**config.mk**
```make
export PLATFORM = sky130hd
export DESIGN_NAME = unified_mem_arbiter
export DESIGN_NICKNAME = d
export VERILOG_FILES = /design/src/rtl/unified_mem_arbiter.sv
export SDC_FILE = /design/constraint.sdc
export NUM_CORES = 1
export LEC_CHECK = 0
export CORE_MARGIN = 3
export CORE_UTILIZATION = 45
export CTS_BUF_LIST = sky130_fd_sc_hd__clkbuf_2
export DETAILED_ROUTE_END_ITERATION = 7
export GPL_ROUTABILITY_DRIVEN = 0
export HOLD_SLACK_MARGIN = 0.08
export PLACE_DENSITY = 0.95
export SYNTH_ARGS = -nofsm -noshare
export SYNTH_HDL_FRONTEND = slang
export SYNTH_SLANG_ARGS = --single-unit
```
**constraint.sdc**
```tcl
create_clock -name clk -period 5.4 [get_ports clk]
set_clock_uncertainty 0.15 [all_clocks]
set_input_delay 0.81 -clock clk [delete_from_list [all_inputs] [get_ports clk]]
set_output_delay 0.81 -clock clk [all_outputs]
set_load 0.02 [all_outputs]
```
**src/rtl/unified_mem_arbiter.sv**
```systemverilog
// Shares one single-port, variable-latency memory between the fetch port and the data port.
// One transaction at a time: arbitrate in IDLE, hold the latched request in BUSY, report in RESP.
//
//   state | meaning
//   IDLE  | no transaction; arbitrate between if_req and d_req on the next edge
//   BUSY  | mem_req high with latched fields; wait for mem_ready (no timeout)
//   RESP  | one-cycle valid pulse to the owner, memory idle
module unified_mem_arbiter #(
    parameter int STARVE_LIMIT = 3,
    parameter int ADDR_WIDTH   = 32
) (
    input  logic                  clk,
    input  logic                  reset_n,
    input  logic                  if_req,
    input  logic [ADDR_WIDTH-1:0] if_addr,
    output logic [31:0]           if_rdata,
    output logic                  if_valid,
    output logic                  if_stall,
    input  logic                  d_req,
    input  logic                  d_we,
    input  logic [ADDR_WIDTH-1:0] d_addr,
    input  logic [31:0]           d_wdata,
    input  logic [3:0]            d_sign_mask,
    output logic [31:0]           d_rdata,
    output logic                  d_valid,
    output logic                  d_stall,
    output logic                  mem_req,
    output logic                  mem_we,
    output logic [ADDR_WIDTH-1:0] mem_addr,
    output logic [31:0]           mem_wdata,
    output logic [3:0]            mem_sign_mask,
    input  logic                  mem_ready,
    input  logic [31:0]           mem_rdata
);

    localparam logic [1:0] IDLE = 2'd0;
    localparam logic [1:0] BUSY = 2'd1;
    localparam logic [1:0] RESP = 2'd2;

    localparam logic       OWNER_FETCH = 1'b0;
    localparam logic       OWNER_DATA  = 1'b1;
    localparam logic [3:0] LIMIT       = 4'(STARVE_LIMIT);

    logic [1:0]            state;
    logic [1:0]            state_next;
    logic                  owner;
    logic [3:0]            starve_cnt;
    logic [ADDR_WIDTH-1:0] lat_addr;
    logic                  lat_we;
    logic [31:0]           lat_wdata;
    logic [3:0]            lat_mask;
    logic [31:0]           if_rdata_q;
    logic [31:0]           d_rdata_q;
    logic                  grant_fetch;
    logic                  grant_data;
    logic                  busy;
    logic                  resp;

    assign busy = (state == BUSY);
    assign resp = (state == RESP);

    // Data wins a tie unless the fetch port has already been passed over STARVE_LIMIT times.
    always_comb begin
        grant_fetch = 1'b0;
        grant_data  = 1'b0;
        if (state == IDLE) begin
            if (if_req && d_req) begin
                grant_fetch = (starve_cnt == LIMIT);
                grant_data  = (starve_cnt != LIMIT);
            end else begin
                grant_fetch = if_req;
                grant_data  = d_req;
            end
        end
    end

    always_comb begin
        state_next = state;
        case (state)
            IDLE:    if (grant_fetch || grant_data) state_next = BUSY;
            BUSY:    if (mem_ready) state_next = RESP;
            RESP:    state_next = IDLE;
            default: state_next = IDLE;
        endcase
    end

    always_ff @(posedge clk or negedge reset_n) begin
        if (!reset_n) begin
            state <= IDLE;
        end else begin
            state <= state_next;
        end
    end

    always_ff @(posedge clk or negedge reset_n) begin
        if (!reset_n) begin
            owner     <= OWNER_FETCH;
            lat_addr  <= '0;
            lat_we    <= 1'b0;
            lat_wdata <= '0;
            lat_mask  <= '0;
        end else if (grant_fetch) begin
            owner     <= OWNER_FETCH;
            lat_addr  <= if_addr;
            lat_we    <= 1'b0;
            lat_wdata <= '0;
            lat_mask  <= 4'b0000;
        end else if (grant_data) begin
            owner     <= OWNER_DATA;
            lat_addr  <= d_addr;
            lat_we    <= d_we;
            lat_wdata <= d_wdata;
            lat_mask  <= d_sign_mask;
        end
    end

    always_ff @(posedge clk or negedge reset_n) begin
        if (!reset_n) begin
            starve_cnt <= '0;
        end else if (grant_fetch) begin
            starve_cnt <= '0;
        end else if (grant_data && if_req && (starve_cnt != LIMIT)) begin
            starve_cnt <= starve_cnt + 4'd1;
        end
    end

    // Each port keeps its last word until its own next completion.
    always_ff @(posedge clk or negedge reset_n) begin
        if (!reset_n) begin
            if_rdata_q <= '0;
            d_rdata_q  <= '0;
        end else if (busy && mem_ready) begin
            if (owner == OWNER_FETCH) begin
                if_rdata_q <= mem_rdata;
            end else begin
                d_rdata_q <= lat_we ? 32'h0 : mem_rdata;
            end
        end
    end

    assign mem_req       = busy;
    assign mem_we        = busy & lat_we;
    assign mem_addr      = lat_addr;
    assign mem_wdata     = lat_wdata;
    assign mem_sign_mask = lat_mask;

    assign if_valid = resp && (owner == OWNER_FETCH);
    assign d_valid  = resp && (owner == OWNER_DATA);
    assign if_rdata = if_rdata_q;
    assign d_rdata  = d_rdata_q;

    assign if_stall = if_req & ~if_valid;
    assign d_stall  = d_req & ~d_valid;

endmodule

```
**After elaboration in Yosys (flattened, before gate mapping)**

Index checks and enable logic that the tools add are counted.

- Add/subtract/negate cells: 1
- $mul: 0
- Div/mod/pow operators: 0
- Magnitude comparators: 0
- Equality and inequality tests: 6
- Shift operators: 0
- Muxes and demuxes: 20
- Bitwise gates (word level): 6
- Reductions and logical operators: 13

Operators with widths:

| kind | count |
|---|---|
| $mux 32 | 5 |
| $mux 4 | 4 |
| $mux 1 | 8 |
| $logic_and 1x1->1 | 6 |
| $reduce_and 2->1 | 3 |
| $add 4x1->4 const B | 1 |
| $eq 4x2->1 const B | 1 |
| $mux 2 | 2 |
| $ne 4x2->1 const B | 1 |
| $pmux 2 s2 | 1 |
| $reduce_bool 2->1 | 2 |
| $and 1x1->1 | 3 |
| $not 1->1 | 3 |
| $eq 2x1->1 const B | 1 |
| $eq 2x2->1 const B | 1 |
| $logic_not 2->1 | 1 |
| $ne 2x1->1 const B | 1 |
| $ne 2x2->1 const B | 1 |
| $logic_or 1x1->1 | 1 |

- Flip-flop bits (word level): 140
- Latch bits: 0
- Bits in writable memories: 0
- Bits in read-only memories: 0
- Input bits: 138
- Output and inout bits: 138
- Logic and storage cells: 55
- Memories: 0

**Longest topological paths before layout**

- Depth in word-level cells: 7
- Gate-level depth with buffers: 7
- Depth with buffers taken out: 4

**Worst setup path before layout**

No wires, ideal clock.

- Path kind: input -> output
- From: in d_req
- To: out d_stall
- Arrival: 1.397 ns
- Data required time: 4.440 ns
- Path slack: 3.043 ns
- Stages on the path: 2
- Path buffers: 1
- Path through: clkbuf_1 > nor2b_1

- Cells in the longest elaborated chain, start to end: 1

RTL lines:

| element | RTL line | source |
|---|---|---|
| from (decl) | 19 | `input logic d_req,` |
| $and 1x1->1 | 153 | `assign d_stall = d_req & ~d_valid;` |
| to (decl) | 26 | `output logic d_stall,` |

No other way between the ends.

**Final worst setup path**

- From: reg lat_we
- To: out mem_we

- Cells in the longest elaborated chain, start to end: 1

RTL lines:

| element | RTL line | source |
|---|---|---|
| from (decl) | 49 | `logic lat_we;` |
| from (signal assigned) | 111 | `lat_we <= d_we;` |
| $and 1x1->1 | 142 | `assign mem_we = busy & lat_we;` |
| to (decl) | 28 | `output logic mem_we,` |

No other way between the ends.

==> results.toml <==
[outcome]
status = "complete, no violations"

[floorplan]
ios = 276
die_x_um = 119.0
core_area_mm2 = 0.01226
initial_core_util_pct = 46.85
die_area_mm2 = 0.01416
core.rowCount = 40
die_height_um = 119.0

[drt]
drc_errors = 0
vias = 4975
wl_per_cell_um = 18.56
viasPerCell = 5.237
drt_iter0_markers = 472
wirelength_um = 17630
ant_nets = 0
first_pass_iters = 7

[timing]
hold_viol = 0
period_share_pct = 62.81
worst_pin_slew_ns = 1.039
tns_ns = 0
fmax_ghz = 0.2948
setup_viol = 0
slew_violations = 0
rsz0062_at_grt = "no"
layout_setup_ws_ns = 2.008
slew_headroom_pct = 30.40
fin_crit_ns = 3.392

[global_route]
met3_usage_pct = 6.648
grt_max_degree = 72
grt_use_total_pct = 24.97
antenna_found_initial = 0
grt-busiest-layer = "met2"
use_met2_pct = 43.38
grt_pass1_wl_um = 28030
grt_pass1_vias = 5256
gr-usage-met1_pct = 28.96
overflow = 0

[pwr]
p_sw_mw = 2.025
combPwrFrac_pct = 50.8
total_power_mw = 5.075
power.internal_mw = 3.050
p_per_area_mw_per_mm2 = 572.5
p_seq_share_pct = 36.4
pwr-share-clk_pct = 12.9
vdd_drop_max_mv = 0.2783
switching_share_pct = 39.91
power_leakage_nw = 4.135

[finish]
area_delta_synth_final_pct = 54.32
drive_gt1_share_pct = 9.335
fin_util_pct = 72.30
nets = 909
fin_area_mm2 = 0.008865
n_antenna_cell = 0
nFillCells = 782

[setup_path]
arrival_ns = 2.43
critPathRequiredTime_ns = 4.44
critPathMaxFanout = 34
worst_setup_path_end_kind = "primary output"
crit_buf_inv = 1
crit_chain = "and2_1, clkdlybuf4s50_1"
slowest_stage = "dfrtp_1"
startpoint_type = "register"
slowest_delay_ns = 0.95
path_delay_family = "flip-flops"
critPathKind = "register to primary output"

[synthesis]
synth.most_common_cell = "dfrtp_1"
synthTopCellsByCount = "dfrtp_1 (140), inv_1 (100), a22o_1 (38), nand2_1 (34), o21ai_0 (34)"
ys_warn_count = 0
ys_seq_area_share_pct = 60.99
async_flop_share_pct = 100.0
syn_area_mm2 = 0.005744
synth_edf_count = 0
synth_top_area_share_pct = 60.99
synth_nets = 641
synth_cells = 502
yosysTopAreaCell = "dfrtp_1"
ys_seq_elements = 140
avgSynthCellArea_um2 = 11.44
synth_cell_types = 32
yosys-top-cells-area = "dfrtp_1 (61%), inv_1 (6.5%), mux2_2 (6.1%)"
synthFlopType = "dfrtp_1"

[placed_design]
dpl-instance-area_mm2 = 0.008598
pre_cts_ws_ns = 2.087
io_buffers = 275
dp_hpwl_um = 12540

[clock_network]
path_clk_slew_ns = 0.19
cts_setup_buffers = 0
cts_buffers = 17
clock-sinks = 140
cts_tree = "built"
htreeDepth = 4
clk_path_buf_depth = 2
root_buffer = "clkbuf_2"
clk-insertion-delay-late_ns = 0.65

[hold_path]
hold_path.class = "register to register"

[flow_run]
cap_violations = 0
[sequential cells by signal, indices dropped and copies added (netlist names)]
signal         flops
d_rdata           32
if_rdata          32
lat_we             1
mem_addr          32
mem_sign_mask      4
mem_wdata         32
owner              1
starve_cnt         4
state              2
[cell type report]
cell class | instances | area [µm²] | area share (%)
sequential | 140 | 3503 | 39.52
tap | 168 | 210.2 | 2.371
clock inverter | 13 | 166.4 | 1.877
multi-input combinational | 229 | 1710 | 19.29
clock buffer | 18 | 90.09 | 1.016
inverter | 100 | 375.4 | 4.234
timing repair buffer | 282 | 2809 | 31.69
[path summary, 6_finish.rpt]
check | slack (ns) | cells past startpoint | start | endpoint
min | 0.37 | 2 | d_rdata[29] | d_rdata[29]
max in group asynchronous | 3.23 | 3 | reset_n | mem_wdata[0]
max reg2reg | 2.99 | 4 | state[1] | d_rdata[28]
max | 2.01 | 2 | lat_we | mem_we
min in group asynchronous | 0.53 | 2 | reset_n | d_rdata[6]
min reg2reg | 0.37 | 2 | d_rdata[29] | d_rdata[29]
[kinds of logic (layout without fill, tap and decap cells)]
family,count (synthesis),after routing,share of synthesized area (%)
AOI/OAI and AO/OA,110,110,15.03
adders and majority gates,1,1,0.2178
buffers and inverters,133,413,9.497
DFF,140,140,60.99
muxes,32,32,6.273
and+or+nand+nor,86,86,7.994
[power by group through the flow]
stage	logic (mW)	clock network (mW)	registers [mW]
after floorplan	0.778	0	2.34
final	2.58	0.653	1.85
after global routing	2.73	0.712	1.90
after global placement	2.47	0	1.82
after detailed placement	2.58	0	1.85
after CTS	2.59	0.667	1.84
[metal layers]
layer	share of wire, %	wire (µm)
met5	0	0
met4	3.6	631
met3	7.8	1381
met2	52	9115
met1	37	6504
[what timing repair did]
action | 4_1_cts | 5_1_grt
hold endpoints to repair | 69 | 0
hold buffers | 1 | 0
resized for setup | 0 | 0
[stage by stage]
step	std cells	hold slack [ns]
after global placement	918	0.3111
after CTS	950	0.3662
after detailed placement	918	0.3228
after global routing	950	0.3910
final	950	0.3654
after floorplan	502	0.3259
[cell usage in the layout, fill, tap and decap left out, types with 2 or more instances in the layout]
master / instances
bufinv_16: 3
nand2b_1: 32
nand3_1: 4
nor2_1: 3
clkbuf_2: 18
inv_6: 2
a222oi_1: 32
clkdlybuf4s50_1: 274
nand2_1: 34
inv_1: 100
nor3b_1: 2
buf_4: 6
and2_1: 2
mux2_2: 31
dfrtp_1: 140
clkinvlp_4: 4
o21ai_0: 34
a22o_1: 38
[worst min-delay path: stages, from the launching register on]
cell and delay [ns]:
dfrtp_1 0.39, nand2_1 0.05, o21ai_0 0.06
No activity file was read; power rests on OpenSTA's default activity.
